## src/rtl/mod_div_iter.sv

```systemverilog
// mod_div_iter: iterative modular divider r = a * b^-1 mod P by binary extended Euclid.
// Optional MODDIV_ERR_EN adds the err port, input range checks and an abort flag.
module mod_div_iter #(
    parameter int DATAWIDTH = 8,
    parameter logic [DATAWIDTH-1:0] P = DATAWIDTH'(251)
) (
    input  logic                 clk,
    input  logic                 rst_n,
    input  logic                 in_valid,
    output logic                 in_ready,
    input  logic [DATAWIDTH-1:0] a,
    input  logic [DATAWIDTH-1:0] b,
    output logic                 out_valid,
    input  logic                 out_ready,
`ifdef MODDIV_ERR_EN
    output logic                 err,
`endif
    output logic [DATAWIDTH-1:0] r
);
    localparam int CW = $clog2(4 * DATAWIDTH + 1);
    localparam logic [CW-1:0] MAX_STEPS = CW'(4 * DATAWIDTH);
    localparam logic [DATAWIDTH-1:0] ONE = DATAWIDTH'(1);

    typedef enum logic [1:0] {IDLE, ITER, DONE} state_t;

    state_t state, state_n;
    logic [DATAWIDTH-1:0] u, v, x1, x2, u_n, v_n, x1_n, x2_n, r_n;
    logic [CW-1:0] cnt, cnt_n;
    logic bad;
`ifdef MODDIV_ERR_EN
    logic err_n;
`endif

    // Halve modulo P: an odd residue gets P added first so the sum is even.
    function automatic logic [DATAWIDTH-1:0] half(input logic [DATAWIDTH-1:0] x);
        logic [DATAWIDTH:0] s;
        s = {1'b0, x} + {1'b0, P};
        return x[0] ? s[DATAWIDTH:1] : x >> 1;
    endfunction

    // Subtract modulo P, wrapping a borrow back into [0,P).
    function automatic logic [DATAWIDTH-1:0] msub(input logic [DATAWIDTH-1:0] x, input logic [DATAWIDTH-1:0] y);
        logic [DATAWIDTH:0] s;
        s = {1'b0, x} + {1'b0, P} - {1'b0, y};
        return x >= y ? x - y : s[DATAWIDTH-1:0];
    endfunction

`ifdef MODDIV_ERR_EN
    assign bad = (b == '0) || (a >= P) || (b >= P);
`else
    assign bad = (b == '0);
`endif

    assign in_ready  = (state == IDLE);
    assign out_valid = (state == DONE);

    // State register and datapath registers, cleared by synchronous reset.
    always_ff @(posedge clk) begin
        if (!rst_n) begin
            state <= IDLE;
            u     <= '0;
            v     <= '0;
            x1    <= '0;
            x2    <= '0;
            cnt   <= '0;
            r     <= '0;
`ifdef MODDIV_ERR_EN
            err   <= 1'b0;
`endif
        end else begin
            state <= state_n;
            u     <= u_n;
            v     <= v_n;
            x1    <= x1_n;
            x2    <= x2_n;
            cnt   <= cnt_n;
            r     <= r_n;
`ifdef MODDIV_ERR_EN
            err   <= err_n;
`endif
        end
    end

    // Next-state logic: accept, one Euclid step per ITER cycle, hold result until taken.
    always_comb begin
        state_n = state;
        u_n     = u;
        v_n     = v;
        x1_n    = x1;
        x2_n    = x2;
        cnt_n   = cnt;
        r_n     = r;
`ifdef MODDIV_ERR_EN
        err_n   = err;
`endif
        case (state)
            IDLE: if (in_valid) begin
                u_n     = b;
                v_n     = P;
                x1_n    = a;
                x2_n    = '0;
                cnt_n   = '0;
                r_n     = '0;
`ifdef MODDIV_ERR_EN
                err_n   = bad;
`endif
                state_n = bad ? DONE : ITER;
            end
            ITER: begin
                cnt_n = cnt + CW'(1);
                if (u == ONE) begin
                    r_n     = x1;
                    state_n = DONE;
                end else if (v == ONE) begin
                    r_n     = x2;
                    state_n = DONE;
                end else if (cnt == MAX_STEPS) begin
                    r_n     = '0;
`ifdef MODDIV_ERR_EN
                    err_n   = 1'b1;
`endif
                    state_n = DONE;
                end else if (!u[0]) begin
                    u_n  = u >> 1;
                    x1_n = half(x1);
                end else if (!v[0]) begin
                    v_n  = v >> 1;
                    x2_n = half(x2);
                end else if (u >= v) begin
                    u_n  = u - v;
                    x1_n = msub(x1, x2);
                end else begin
                    v_n  = v - u;
                    x2_n = msub(x2, x1);
                end
            end
            DONE: if (out_ready) state_n = IDLE;
            default: state_n = IDLE;
        endcase
    end
endmodule

```

## config.mk

```make
export PLATFORM = sky130hd
export DESIGN_NAME = mod_div_iter
export DESIGN_NICKNAME = d
export VERILOG_FILES = /design/src/rtl/mod_div_iter.sv
export SDC_FILE = /design/constraint.sdc
export NUM_CORES = 1
export LEC_CHECK = 0
export BUFFER_PORTS_ARGS = -buffer_cell sky130_fd_sc_hd__buf_2
export CAP_MARGIN = 20
export CELL_PAD_IN_SITES_DETAIL_PLACEMENT = 0
export CELL_PAD_IN_SITES_GLOBAL_PLACEMENT = 1
export CORE_MARGIN = 2
export CORE_UTILIZATION = 49
export DETAILED_ROUTE_END_ITERATION = 10
export PLACE_DENSITY = 0.93
export SYNTH_ARGS = -nofsm -noshare
export SYNTH_HDL_FRONTEND = slang
export SYNTH_SLANG_ARGS = --single-unit
```

## constraint.sdc

```tcl
create_clock -name clk -period 7 [get_ports clk]
set_clock_uncertainty 0.1 [all_clocks]
set_input_delay 0.35 -clock clk [delete_from_list [all_inputs] [get_ports clk]]
set_output_delay 0.35 -clock clk [all_outputs]
set_load 0.05 [all_outputs]
```

==> results of run 1 <==
==> worst reg2reg max path, stage by stage (launching register included) <==
cell      delay, ns
dfxtp_1        0.62
clkinv_1       0.60
ha_1           0.42
inv_1          0.09
fa_1           0.24
a211oi_2       0.10
o21ai_2        0.23
a211oi_2       0.12
or2_1          0.28
nor3_4         0.29
a221oi_1       0.14
o311a_1        0.39
==> area by class of cell <==
cell class | instances | area share [%]
clock buffers | 6 | 1.598
clock inverters | 2 | 0.2664
inverters | 49 | 3.560
multi-input cells | 491 | 69.65
flip-flops and latches | 48 | 18.60
well taps | 133 | 3.221
repair buffers | 31 | 3.100
==> worst paths after layout <==
| path | from | end | slack [ns] | cells after the start |
|---|---|---|---|---|
| worst min register to register | cnt[4]$_SDFFE_PN0P_ | cnt[4]$_SDFFE_PN0P_ | 0.41 | 2 |
| worst max register to register | u[0]$_SDFFE_PN0P_ | u[0]$_SDFFE_PN0P_ | 3.25 | 11 |
| worst max-delay path | u[0]$_SDFFE_PN0P_ | u[0]$_SDFFE_PN0P_ | 3.25 | 11 |
| worst min-delay path | a[3] | x1[3]$_SDFFE_PN0P_ | 0.19 | 3 |
==> metrics by stage <==
step	setup slack [ns]	instance area, um^2	total power, mW
2_1_floorplan	4.087	4897	1.226
3_3_place_gp	3.482	5070	1.433
3_5_place_dp	3.294	5070	1.451
4_1_cts	3.274	5166	1.632
5_1_grt	2.926	5166	1.776
6_report	3.248	5166	1.645
==> state kept, by name, indices dropped and copies added (netlist names) <==
name and flops:
x1 8, u 8, r 8, x2 8, cnt 6, state 2
v 8
==> cell usage in the layout (no fill, tap or decap), types with 5 or more instances in the layout <==
cell	count
xnor2_1	37
nor4_1	7
o21a_1	7
o21bai_1	6
buf_2	29
clkbuf_8	6
nand3_1	17
a21oi_1	40
o21ai_0	30
nand2_1	36
a31oi_1	12
nor2b_1	7
fa_1	6
o32ai_1	5
mux2i_1	14
a211oi_1	5
nand4_1	8
a221oi_1	10
ha_1	49
nor2_1	58
xor2_1	17
o211ai_1	8
a21o_1	11
a22o_1	6
inv_1	48
a222oi_1	8
dfxtp_1	48
nor3_1	14
==> routing by layer <==
layer  GRT usage [%]  part of all wire, %  wire length [um]
met5               0                    0                 0
met1           31.59                   41              5614
met2           43.61                   49              6748
met4           11.49                  3.3               448
met3           2.632                  6.0               824
==> where the power goes <==
part | switching (mW) | total (mW) | internal, mW | leakage, nW
logic | 0.638 | 1.09 | 0.447 | 1.63
clock network | 0.0967 | 0.178 | 0.0809 | 0.0516
registers | 0.0748 | 0.382 | 0.307 | 0.393
==> logic make-up after synthesis <==
group	share of synthesized area (%)
AO/OA/AOI/OAI	28.05
multiplexers	3.091
flip-flops	19.62
adder cells (fa/ha/maj)	14.97
XOR/XNOR	9.658
buffers and inverters	6.898
AND/OR/NAND/NOR	17.71
==> results_dict.tcl, run 1 <==
set metrics [dict create \
    status "finished clean" \
    synth_common_cells "nor2_1, ha_1, dfxtp_1, inv_1, a21oi_1" \
    cts_sinks 48 \
    final_core_util_pct 53.10 \
    fin_cells 760 \
    drt_iter0_markers 342 \
    synthArstFlopShare_pct 0 \
    regArea_um2 960.9 \
    place_inst 752 \
    grt_pass1_wl_mm 22.64 \
    grt_overflow 0 \
    die_area_um2 10810 \
    area_growth_pct 5.493 \
    dpl.hpwl_mm 10.51 \
    synth_edf_count 0 \
    ir_worst_vdd_v 0.0001702 \
    synth_nets 696 \
    htree_levels 2 \
    powerDensity_nw_per_um2 318.4 \
    relSlewSlack_pct 28.16 \
    cts-resized-gates 0 \
    grt_antenna_before_repair 0 \
    layout-drive-gt1-share_pct 9.729 \
    vias_per_cell 6.251 \
    clockBufferDepth 2 \
    fin_crit_sh_pct 53.61 \
    syn_avg_cell_area_um2 7.886 \
    route.detailed.drc 0 \
    ys_seq_elements 48 \
    vias 4751 \
    clkTransAtPathRegs_ns 0.09 \
    drv_slew 0 \
    yosysMostFrequentCell "nor2_1" \
    synthTopCellsByArea "dfxtp_1, ha_1, xnor2_1" \
    cpMaxStageDelayCell "dfxtp_1" \
    cap_violations 0 \
    setup_viol 0 \
    setup.worst_path.end_class "flip-flop" \
    crit_chain "clkinv_1 -> ha_1 -> inv_1 -> fa_1 -> a211oi_2 -> o21ai_2 -> a211oi_2 -> or2_1 -> nor3_4 -> a221oi_1 -> o311a_1" \
    grt_pass1_vias 4603 \
    netlist.area_leader.share_pct 19.62 \
    finalSetupTns_ns 0 \
    tightest_slew_ns 1.078 \
    finalWirelength_mm 13.64 \
    numCtsBuffers 5 \
    grt.total_usage_pct 25.23 \
    numPortBuffers 29 \
    coreArea_um2 9729 \
    fin_nets 701 \
    worstPathRequired_ns 7.10 \
    cp.arrival_ns 3.85 \
    firstDrtPassIters 7 \
    synth-main-ff-cell "dfxtp_1" \
    cp-start-kind "flip-flop" \
    path_max_fanout 18 \
    insertedDiodeCount 0 \
    start_util_pct 50.33 \
    die_width_um 104.0 \
    fillers 977 \
    p_leak_nw 2.075 \
    critPathMaxStageDelay_ns 0.62 \
    syn_area_um2 4897 \
    hold_path.class "in -> reg" \
    ant_nets 0 \
    cts_setup_buffers 0 \
    critPathKind "reg -> reg" \
    multi_input_area_um2 3598 \
    crit_path_frequent_cell "a211oi_2" \
    cp_num_buf_inv 2 \
    clkLatencyLatePin_ns 0.31 \
    hold_viol 0 \
    rsz0062_at_grt "false" \
    cts_hold_buf 0 \
    postSynthCellCount 621 \
    fmax_ghz 0.2665 \
    synth.distinct_cells 76 \
    die_y_um 104.0 \
    root_buffer "clkbuf_8" \
    hold_ws_ns 0.1929 \
    period_needed_ns 3.752 \
    ys_warn_count 0 \
    ys_seq_area_share_pct 19.62 \
    wl_per_cell_um 17.94 \
    place_congestion 0.8936 \
    tritoncts "built" \
    num_rows 36 \
    netlist.top_cell.by_area "dfxtp_1" \
    ios 30 \
    cpLargestDelayFamily "compound AO/OA/AOI/OAI gates" \
    grt_max_degree 31 \
]
Note: power is estimated with default switching activity, not from simulation.
==> inputs of run 2 (changes only) <==
--- a/config.mk
+++ b/config.mk
@@ -5,14 +5,15 @@
 export SDC_FILE = /design/constraint.sdc
 export NUM_CORES = 1
 export LEC_CHECK = 0
+export ABC_AREA = 1
 export BUFFER_PORTS_ARGS = -buffer_cell sky130_fd_sc_hd__buf_2
 export CAP_MARGIN = 20
 export CELL_PAD_IN_SITES_DETAIL_PLACEMENT = 0
 export CELL_PAD_IN_SITES_GLOBAL_PLACEMENT = 1
 export CORE_MARGIN = 2
-export CORE_UTILIZATION = 49
+export CORE_UTILIZATION = 45
 export DETAILED_ROUTE_END_ITERATION = 10
-export PLACE_DENSITY = 0.93
+export PLACE_DENSITY = 0.9
 export SYNTH_ARGS = -nofsm -noshare
 export SYNTH_HDL_FRONTEND = slang
 export SYNTH_SLANG_ARGS = --single-unit
==> constraint.sdc (replaced) <==
create_clock -name clk -period 3.55 [get_ports clk]
set_clock_uncertainty 0.1 [all_clocks]
set_input_delay 0.1775 -clock clk [delete_from_list [all_inputs] [get_ports clk]]
set_output_delay 0.1775 -clock clk [all_outputs]
set_load 0.05 [all_outputs]
==> results_dict.tcl, run 2 <==
set metrics [dict create \
    status "finished clean" \
    drt_iter0_markers 312 \
    path_max_fanout 15 \
    clkTransAtPathRegs_ns 0.07 \
    grt_pass1_wl_mm 24.78 \
    worstPathRequired_ns 3.64 \
    yosysMostFrequentCell "nand2_1" \
    ys_seq_area_share_pct 18.68 \
    synth-main-ff-cell "dfxtp_1" \
    grt_max_degree 33 \
    synthArstFlopShare_pct 0 \
    cap_violations 0 \
    final_core_util_pct 49.18 \
    fmax_ghz 0.3347 \
    relSlewSlack_pct 38.71 \
    die_y_um 110.9 \
    die_area_um2 12300 \
    p_leak_nw 2.543 \
    cpMaxStageDelayCell "dfxtp_1" \
    period_needed_ns 2.988 \
    fin_crit_sh_pct 84.17 \
    drv_slew 0 \
    cts_hold_buf 0 \
    cts-resized-gates 0 \
    area_growth_pct 7.758 \
    synth_nets 861 \
    tritoncts "built" \
    synth_edf_count 0 \
    htree_levels 2 \
    crit_path_frequent_cell "nand2_2" \
    ios 30 \
    grt.total_usage_pct 24.63 \
    hold_path.class "in -> reg" \
    netlist.top_cell.by_area "dfxtp_1" \
    ir_worst_vdd_v 0.0005308 \
    numCtsBuffers 5 \
    coreArea_um2 11270 \
    grt_pass1_vias 5214 \
    firstDrtPassIters 5 \
    cts_setup_buffers 0 \
    synthTopCellsByArea "dfxtp_1, ha_1, nand2_1" \
    cp-start-kind "flip-flop" \
    clockBufferDepth 2 \
    ant_nets 0 \
    synth.distinct_cells 48 \
    fin_nets 885 \
    grt_antenna_before_repair 0 \
    most-common-layout-cells "nand2_1, inv_1, a21oi_1, nor2_1, nand3_1" \
    root_buffer "clkbuf_16" \
    netlist.area_leader.share_pct 18.68 \
    synth_common_cells "nand2_1, inv_1, a21oi_1" \
    num_rows 39 \
    finalSetupTns_ns 0 \
    vias 5312 \
    layout-drive-gt1-share_pct 11.84 \
    postSynthCellCount 786 \
    powerDensity_nw_per_um2 1058 \
    cp.arrival_ns 3.08 \
    ys_seq_elements 48 \
    place_congestion 0.9151 \
    syn_area_um2 5145 \
    rsz0062_at_grt "false" \
    hold_viol 0 \
    clkLatencyLatePin_ns 0.30 \
    dpl.hpwl_mm 12.24 \
    start_util_pct 45.64 \
    critPathKind "reg -> reg" \
    critPathMaxStageDelay_ns 0.62 \
    layout_commonest_cell "nand2_1" \
    cts_sinks 48 \
    tightest_slew_ns 0.9110 \
    post-place-ws_ns 0.5857 \
    setup.worst_path.end_class "flip-flop" \
    wl_per_cell_um 15.84 \
    grt_overflow 0 \
    crit_chain "inv_1 -> ha_1 -> inv_1 -> fa_1 -> nand2_2 -> nand2_2 -> nand2_2 -> nand3_4 -> nor2_4 -> nor3_4 -> o21ai_0 -> nor2_1 -> nor2_1" \
    die_width_um 110.9 \
    ys_warn_count 0 \
    vias_per_cell 5.568 \
    p_total_mw 5.865 \
    setup_viol 0 \
    syn_avg_cell_area_um2 6.546 \
    fillers 1184 \
    finalWirelength_mm 15.11 \
    insertedDiodeCount 0 \
    fin_ws_ns 0.5619 \
    numPortBuffers 29 \
    route.detailed.drc 0 \
]
-- run 2: changes by cell type in the layout (fill, tap and decap cells not counted), moves of 14 or more --
cell / previous run / this run
nand2_1: 36 / 147
inv_1: 48 / 100
nand3_1: 17 / 61
a21oi_1: 40 / 70
xnor2_1: 37 / 10
o21ai_0: 30 / 55
mux2i_1: 14 / 0
-- run 2: final timing paths --
path	start	end	slack (ns)	cells past startpoint
hold / removal	b[0]	u[0]$_SDFFE_PN0P_	0.12	3
hold reg to reg	cnt[5]$_SDFFE_PN0P_	cnt[5]$_SDFFE_PN0P_	0.39	2
setup reg to reg	u[0]$_SDFFE_PN0P_	u[7]$_SDFFE_PN0P_	0.56	13
setup / recovery	u[0]$_SDFFE_PN0P_	u[7]$_SDFFE_PN0P_	0.56	13
-- run 2: worst max-delay path: cells and delay by family (launching register included) --
kind                     cells  cell delay [ns]
adder cells (fa/ha/maj)      2             0.51
AND/OR/NAND/NOR              8             1.13
flip-flops                   1             0.62
buffers and inverters        2             0.34
AO/OA/AOI/OAI                1             0.19
-- run 2: kinds of logic after synthesis --
family	count (synthesis)	share of synthesized area (%)
AOI/OAI and AO/OA	178	19.38
xor gates and xnor gates	32	5.447
adders and majority gates	55	14.25
buffers and inverters	130	10.89
DFF	48	18.68
and+or+nand+nor	343	31.35
-- run 2: cell type report --
class / count / area, um^2 / area share [%]
clock buffer: 6 / 138.9 / 2.505
clock inverter: 2 / 13.76 / 0.2483
inverter: 108 / 407.9 / 7.357
multi-input combinational: 608 / 3623 / 65.36
sequential: 48 / 960.9 / 17.33
tap: 143 / 178.9 / 3.227
timing repair buffer: 39 / 220.2 / 3.972
-- run 2: power by group --
part	leakage (nW)	total, mW	internal, mW	switching, mW
clock	0.0772	0.498	0.282	0.216
sequential	0.395	0.909	0.705	0.204
combinational	2.07	4.46	1.54	2.92
-- run 2: layer usage --
layer	wire, um	up-vias	part of all wire, %	global-route usage, %
met4	701	0	4.6	12.58
met3	771	44	5.1	3.280
met1	6314	2445	42	29.12
met5	0	-	0	0
met2	7326	167	48	43.52
li1	-	2656	-	-
-- run 2: stage by stage --
stage                     instance area, um^2  std cells  hold slack (ns)
after global routing                     5544        954           0.1293
after floorplan                          5145        786           0.2158
after CTS                                5544        954           0.1220
after detailed placement                 5391        946           0.3802
final                                    5544        954           0.1196
after global placement                   5391        946           0.3554
